### config.mk
export PLATFORM = sky130hd
export DESIGN_NAME = io_muxn_cell
export DESIGN_NICKNAME = d
export VERILOG_FILES = /design/src/rtl/io_mux_pkg.sv /design/src/rtl/io_sync_cell.sv /design/src/rtl/io_muxn_cell.sv
export SDC_FILE = /design/constraint.sdc
export NUM_CORES = 1
export LEC_CHECK = 0
export BUFFER_PORTS_ARGS = -buffer_cell sky130_fd_sc_hd__buf_4
export CORE_MARGIN = 10
export CORE_UTILIZATION = 49
export CTS_BUF_LIST = sky130_fd_sc_hd__clkbuf_4 sky130_fd_sc_hd__clkbuf_8 sky130_fd_sc_hd__clkbuf_16
export DETAILED_ROUTE_END_ITERATION = 8
export GPL_ROUTABILITY_DRIVEN = 0
export GPL_TIMING_DRIVEN = 0
export MAX_ROUTING_LAYER = met4
export PLACE_DENSITY = 0.78
export SLEW_MARGIN = 20
export SYNTH_ARGS = -nofsm -noshare
export SYNTH_HDL_FRONTEND = slang
export SYNTH_SLANG_ARGS = --single-unit
### constraint.sdc
create_clock -name clk -period 3 [get_ports clk]
set_clock_uncertainty 0.2 [all_clocks]
set_input_delay 0.6 -clock clk [delete_from_list [all_inputs] [get_ports clk]]
set_output_delay 0.6 -clock clk [all_outputs]
set_load 0.1 [all_outputs]
### src/rtl/io_mux_pkg.sv
// rtl/io_mux_pkg.sv - shared mode/state encodings for the pad function mux
package io_mux_pkg;

    typedef enum logic [2:0] {
        MODE_FUN    = 3'd0,
        MODE_DBG    = 3'd1,
        MODE_TEST_A = 3'd2,
        MODE_TEST_B = 3'd3,
        MODE_NONE   = 3'd4
    } mode_e;

    typedef enum logic {
        ST_RUN     = 1'b0,
        ST_QUIESCE = 1'b1
    } state_e;

    // Test and idle targets take the pad immediately; only FUN/DBG need quiescing.
    function automatic logic is_bypass(input mode_e m);
        return (m == MODE_TEST_A) || (m == MODE_TEST_B) || (m == MODE_NONE);
    endfunction

endpackage

### src/rtl/io_sync_cell.sv
// rtl/io_sync_cell.sv - pad input synchroniser, SYNC flops or a wire when SYNC=0
module io_sync_cell #(
    parameter int SYNC = 2
) (
    input  logic clk,
    input  logic rst_n,
    input  logic d,
    output logic q
);

    generate
        if (SYNC == 0) begin : g_pass
            logic unused_clk;
            assign unused_clk = clk ^ rst_n;
            assign q = d;
        end else begin : g_ff
            logic [SYNC-1:0] sr;
            always_ff @(posedge clk or negedge rst_n) begin
                if (!rst_n) begin
                    sr <= '0;
                end else begin
                    sr <= {sr[SYNC-2:0], d};
                end
            end
            assign q = sr[SYNC-1];
        end
    endgenerate

endmodule

### src/rtl/io_muxn_cell.sv
// rtl/io_muxn_cell.sv - N-function pad mux with debug/test override and switch guard
module io_muxn_cell
    import io_mux_pkg::*;
#(
    parameter  int NFUN  = 4,
    parameter  int GUARD = 2,
    parameter  int SYNC  = 2,
    localparam int SELW  = (NFUN > 1) ? $clog2(NFUN) : 1
) (
    input  logic            clk,
    input  logic            rst_n,
    input  logic [1:0]      testmode,
    input  logic            dbg_en,
    input  logic [SELW-1:0] fun_sel,
    output logic [NFUN-1:0] fun_i,
    input  logic [NFUN-1:0] fun_ie,
    input  logic [NFUN-1:0] fun_o,
    input  logic [NFUN-1:0] fun_oe,
    input  logic [NFUN-1:0] default_fun_i,
    output logic            dbg_i,
    input  logic            dbg_ie,
    input  logic            dbg_o,
    input  logic            dbg_oe,
    input  logic            default_dbg_i,
    output logic [1:0]      test_i,
    input  logic [1:0]      test_ie,
    input  logic [1:0]      test_o,
    input  logic [1:0]      test_oe,
    input  logic [1:0]      default_test_i,
    input  logic            cell_i,
    output logic            cell_ie,
    output logic            cell_o,
    output logic            cell_oe,
    output logic            busy,
    output logic [2:0]      act_mode,
    output logic [SELW-1:0] act_sel
);

    localparam logic [SELW:0] NFUN_L  = NFUN[SELW:0];
    localparam logic [3:0]    GUARD_L = GUARD[3:0];

    state_e          state, state_nxt;
    mode_e           act_m, act_m_nxt, tgt_m, pend_m, pend_m_nxt;
    logic [SELW-1:0] act_s, act_s_nxt, tgt_s, pend_s, pend_s_nxt;
    logic            pend_vld, pend_vld_nxt;
    logic [3:0]      cnt, cnt_nxt;
    logic            cell_sync;
    logic            tgt_diff_act, tgt_diff_pend;

    io_sync_cell #(.SYNC(SYNC)) u_sync (
        .clk   (clk),
        .rst_n (rst_n),
        .d     (cell_i),
        .q     (cell_sync)
    );

    always_comb begin
        tgt_m = MODE_NONE;
        tgt_s = '0;
        case (testmode)
            2'b01:   tgt_m = MODE_TEST_A;
            2'b10:   tgt_m = MODE_TEST_B;
            2'b11:   tgt_m = MODE_NONE;
            default: begin
                if (dbg_en) begin
                    tgt_m = MODE_DBG;
                end else if ({1'b0, fun_sel} < NFUN_L) begin
                    tgt_m = MODE_FUN;
                    tgt_s = fun_sel;
                end
            end
        endcase
    end

    assign tgt_diff_act  = (tgt_m != act_m)  || (tgt_s != act_s);
    assign tgt_diff_pend = (tgt_m != pend_m) || (tgt_s != pend_s);

    // pend_* remembers the previous quiesce-cycle target so a change restarts the guard.
    always_comb begin
        state_nxt    = state;
        act_m_nxt    = act_m;
        act_s_nxt    = act_s;
        pend_m_nxt   = pend_m;
        pend_s_nxt   = pend_s;
        pend_vld_nxt = pend_vld;
        cnt_nxt      = cnt;
        if (state == ST_RUN) begin
            if (tgt_diff_act) begin
                if (is_bypass(tgt_m)) begin
                    act_m_nxt = tgt_m;
                    act_s_nxt = tgt_s;
                end else begin
                    state_nxt    = ST_QUIESCE;
                    cnt_nxt      = GUARD_L;
                    pend_m_nxt   = tgt_m;
                    pend_s_nxt   = tgt_s;
                    pend_vld_nxt = 1'b1;
                end
            end
        end else begin
            pend_m_nxt   = tgt_m;
            pend_s_nxt   = tgt_s;
            pend_vld_nxt = 1'b1;
            if (is_bypass(tgt_m) || (!(pend_vld && tgt_diff_pend) && cnt == 4'd1)) begin
                state_nxt    = ST_RUN;
                act_m_nxt    = tgt_m;
                act_s_nxt    = tgt_s;
                pend_vld_nxt = 1'b0;
            end else if (pend_vld && tgt_diff_pend) begin
                cnt_nxt = GUARD_L;
            end else begin
                cnt_nxt = cnt - 4'd1;
            end
        end
    end

    always_ff @(posedge clk or negedge rst_n) begin
        if (!rst_n) begin
            state    <= ST_QUIESCE;
            cnt      <= GUARD_L;
            act_m    <= MODE_NONE;
            act_s    <= '0;
            pend_m   <= MODE_NONE;
            pend_s   <= '0;
            pend_vld <= 1'b0;
        end else begin
            state    <= state_nxt;
            cnt      <= cnt_nxt;
            act_m    <= act_m_nxt;
            act_s    <= act_s_nxt;
            pend_m   <= pend_m_nxt;
            pend_s   <= pend_s_nxt;
            pend_vld <= pend_vld_nxt;
        end
    end

    always_comb begin
        cell_o  = 1'b0;
        cell_oe = 1'b0;
        cell_ie = 1'b0;
        fun_i   = default_fun_i;
        dbg_i   = default_dbg_i;
        test_i  = default_test_i;
        if (state == ST_RUN) begin
            case (act_m)
                MODE_FUN: begin
                    cell_o  = fun_o[act_s];
                    cell_oe = fun_oe[act_s];
                    cell_ie = fun_ie[act_s];
                    if (fun_ie[act_s]) fun_i[act_s] = cell_sync;
                end
                MODE_DBG: begin
                    cell_o  = dbg_o;
                    cell_oe = dbg_oe;
                    cell_ie = dbg_ie;
                    if (dbg_ie) dbg_i = cell_sync;
                end
                MODE_TEST_A: begin
                    cell_o  = test_o[0];
                    cell_oe = test_oe[0];
                    cell_ie = test_ie[0];
                    if (test_ie[0]) test_i[0] = cell_sync;
                end
                MODE_TEST_B: begin
                    cell_o  = test_o[1];
                    cell_oe = test_oe[1];
                    cell_ie = test_ie[1];
                    if (test_ie[1]) test_i[1] = cell_sync;
                end
                default: ;
            endcase
        end
    end

    assign busy     = (state == ST_QUIESCE);
    assign act_mode = act_m;
    assign act_sel  = act_s;

endmodule

==> flow_summary.yaml <==
timing:
  rsz0062_at_grt: "false"
  finalCriticalPeriod_ns: 2.92
  worstMarginPinSlew_ns: 0.653
  setup_viol: 0
  post-route-period-util_pct: 97.3
  fmax_mhz: 342
  setup_slack_ns: 0.0796
  whs_ns: 0.168
  hold_viol_final: 0
  timing.setup.tns_ns: 0
  slew-limit-headroom_pct: 56.0
  drv_slew: 0
finish:
  nNetsFinal: 232
  drive_gt1_share_pct: 52.1
  layout_common_cells: "buf_4 (50), dfrtp_1 (11), mux2_2 (9), inv_1 (8), nand2_1 (8)"
  area_growth_pct: 38.1
  final_common_cell: "buf_4"
  nFillCells: 193
  diodes: 0
  design_area_sq_um: 1920
setup_path:
  critPathMaxStageDelay_ns: 0.50
  critPathBufInv: 1
  path_delay_family: "multiplexers"
  r2r-start: "act_sel[0]"
  cp_common_cell: "mux4_2"
  cp_slowest_cell: "mux4_2"
  critPathLaunchType: "flip-flop"
  path_cells: "mux4_2, mux4_2, and2_2, buf_6"
  path_depth: 4
  crit_fanout: 6
  reg2reg_depth: 7
  critical_path_arrival_ns: 2.12
  cp-end-kind: "output port"
  worstSetupPathType: "reg2out"
  required_ns: 2.20
  startpoint: "act_sel[0]"
yosys:
  yosys-top-cells-area: "dfrtp_1 (25%), mux4_2 (9.7%), mux2_2 (8.9%), dfstp_2 (7.6%), ha_1 (4.5%)"
  yosys_warnings: 0
  yosysTopAreaCell: "dfrtp_1"
  yosysTopAreaCellShare_pct: 25.2
  yosysSeqAreaShare_pct: 32.8
  syn-cell-area_sq_um: 1390
  synth_xor_area_share_pct: 5.04
  synth_cells: 134
  synth_cell_types: 44
  syn_area_per_cell_sq_um: 10.4
  synth_mux_area_share_pct: 20.4
  synth_edf_count: 0
  synthSimpleGateAreaFrac_pct: 20.4
  async_reset_ff_share_pct: 100
  synth_nets: 175
  ys_seq_elements: 18
  synth_top_family_by_area: "simple AND/OR/NAND/NOR gates"
  synth_compound_area_share_pct: 11.8
  synth-main-ff-cell: "dfrtp_1"
  synthAdderAreaFrac_pct: 4.50
power:
  p_int_uw: 607
  powerDensity_nw_per_um2: 593
  seqPwrFrac_pct: 30.3
  p_sw_share_pct: 46.6
  p_switching_uw: 530
  irDropWorstVdd_mv: 0.607
  p_clk_share_pct: 13.3
  power.leakage_nw: 0.868
  power_frac_comb_pct: 56.4
  p_total_mw: 1.14
route:
  drt_iter0_markers: 54
  drc: 0
  finalWirelength_um: 3780
  viasPerCell: 5.57
  final_antenna_net_count: 0
  dr.pass1.iters: 4
  wl_per_cell_um: 17.1
  num_vias: 1232
hold_path:
  holdCritPathClass: "reg2reg"
  hold_path.startpoint: "u_sync.g_ff.sr[0]"
  holdPathStages: 0
placed_design:
  hpwl_um: 3090
  placed_area_sq_um: 1830
  dp_slack_ns: 0.144
  portBuffers: 51
cts:
  clock_latency_ns: 0.29
  clockBufferDepth: 2
  h-tree-depth: 1
  clk_pin_slew_worst_paths_ns: 0.11
  cts_sinks: 18
  numCtsBuffers: 3
  cts_tree: "done"
  clockRootBuffer: "clkbuf_4"
die:
  die_w_um: 73.3
  die_y_um: 73.3
  coreArea_sq_um: 2730
  io_pins: 52
  start_util_pct: 50.8
  rows: 19
  die_area_sq_um: 5370
grt:
  grt_pass1_wl_um: 5910
  grt_max_degree: 19
  grt-ovfl-total: 0
  antenna_found_initial: 0
  track_usage_pct: 13.9
  grt_pass1_vias: 1282
job:
  drv_cap: 0
outcome:
  outcome: "finished, final reports clean"
-- registers in the layout, indices dropped and copies added (netlist names) --
register,cells
u_sync.g_ff.sr,2
busy,1
pend_vld,1
act_sel,2
pend_m,3
pend_s,2
act_mode,3
cnt,4
-- cells in the mapped netlist, types with 2 or more instances --
| cell type | number |
|---|---|
| dfrtp_1 | 14 |
| ha_1 | 5 |
| buf_4 | 2 |
| nor2_1 | 6 |
| mux4_2 | 6 |
| and2_1 | 3 |
| nor2b_1 | 6 |
| nand3_1 | 4 |
| a22o_2 | 3 |
| nand2_1 | 8 |
| nand2b_1 | 2 |
| o21ai_0 | 6 |
| inv_1 | 8 |
| nand4b_1 | 2 |
| nor3_1 | 3 |
| nand4_1 | 4 |
| or3_1 | 2 |
| a21oi_1 | 3 |
| dfstp_2 | 4 |
| buf_2 | 2 |
| xor2_1 | 3 |
| xnor2_1 | 5 |
| mux2_2 | 11 |
| nand3b_1 | 2 |
-- power by group through the flow --
stage	Combinational [mW]	Clock [mW]	Sequential, mW
after floorplan	0.398	0	0.414
after global placement	0.611	0	0.331
after detailed placement	0.624	0	0.335
after CTS	0.639	0.155	0.331
after global routing	0.675	0.169	0.354
final	0.641	0.152	0.345
-- through the flow --
stage,std cells,utilization (%)
final,221,70.2
after floorplan,134,-
after global placement,216,66.9
after CTS,220,69.0
after global routing,221,70.2
after detailed placement,216,66.9
-- routing by layer --
| layer | vias up | wire [um] | share of wire [%] | GRT usage (%) |
|---|---|---|---|---|
| met5 | - | 0 | 0 | - |
| met4 | 0 | 43 | 1.1 | 5.49 |
| met3 | 4 | 318 | 8.4 | 4.58 |
| met2 | 44 | 1870 | 49 | 22.5 |
| met1 | 580 | 1550 | 41 | 15.4 |
| li1 | 604 | - | - | - |
-- kinds of logic (layout without fill, tap and decap cells) --
logic type,after synthesis,count (layout)
mux,19,19
buf+inv,14,70
fa+ha+maj,5,5
simple gates,48,48
flops,18,18
compound gates,22,22
xor+xnor,8,8
-- path summary, 6_finish.rpt --
path | endpoint | slack (ns)
setup reg to reg | act_mode[1] | 0.59
min in group asynchronous | pend_m[0] | 0.50
setup / recovery | cell_ie | 0.08
hold reg to reg | u_sync.g_ff.sr[1] | 0.17
hold / removal | u_sync.g_ff.sr[1] | 0.17
max in group asynchronous | act_mode[2] | 1.85
-- final cells by class --
class	instances	area, sq um	share of cell area, %
Tap cell	31	38.8	2.02
Multi-Input combinational cell	102	900	46.9
Inverter	8	30.0	1.56
Buffer	4	27.5	1.43
Clock buffer	4	36.3	1.89
Sequential cell	18	462	24.1
Timing Repair Buffer	54	425	22.2
-- timing repair --
action / 4_1_cts / 5_1_grt
gates cloned: 0 / 0
resized for setup: 4 / 6
hold buffers: 1 / 0
setup endpoints to repair: 5 / 5
setup buffers: 0 / 2
endpoints found under the hold margin: 14 / 0
Note: power is estimated with default switching activity, not from simulation.
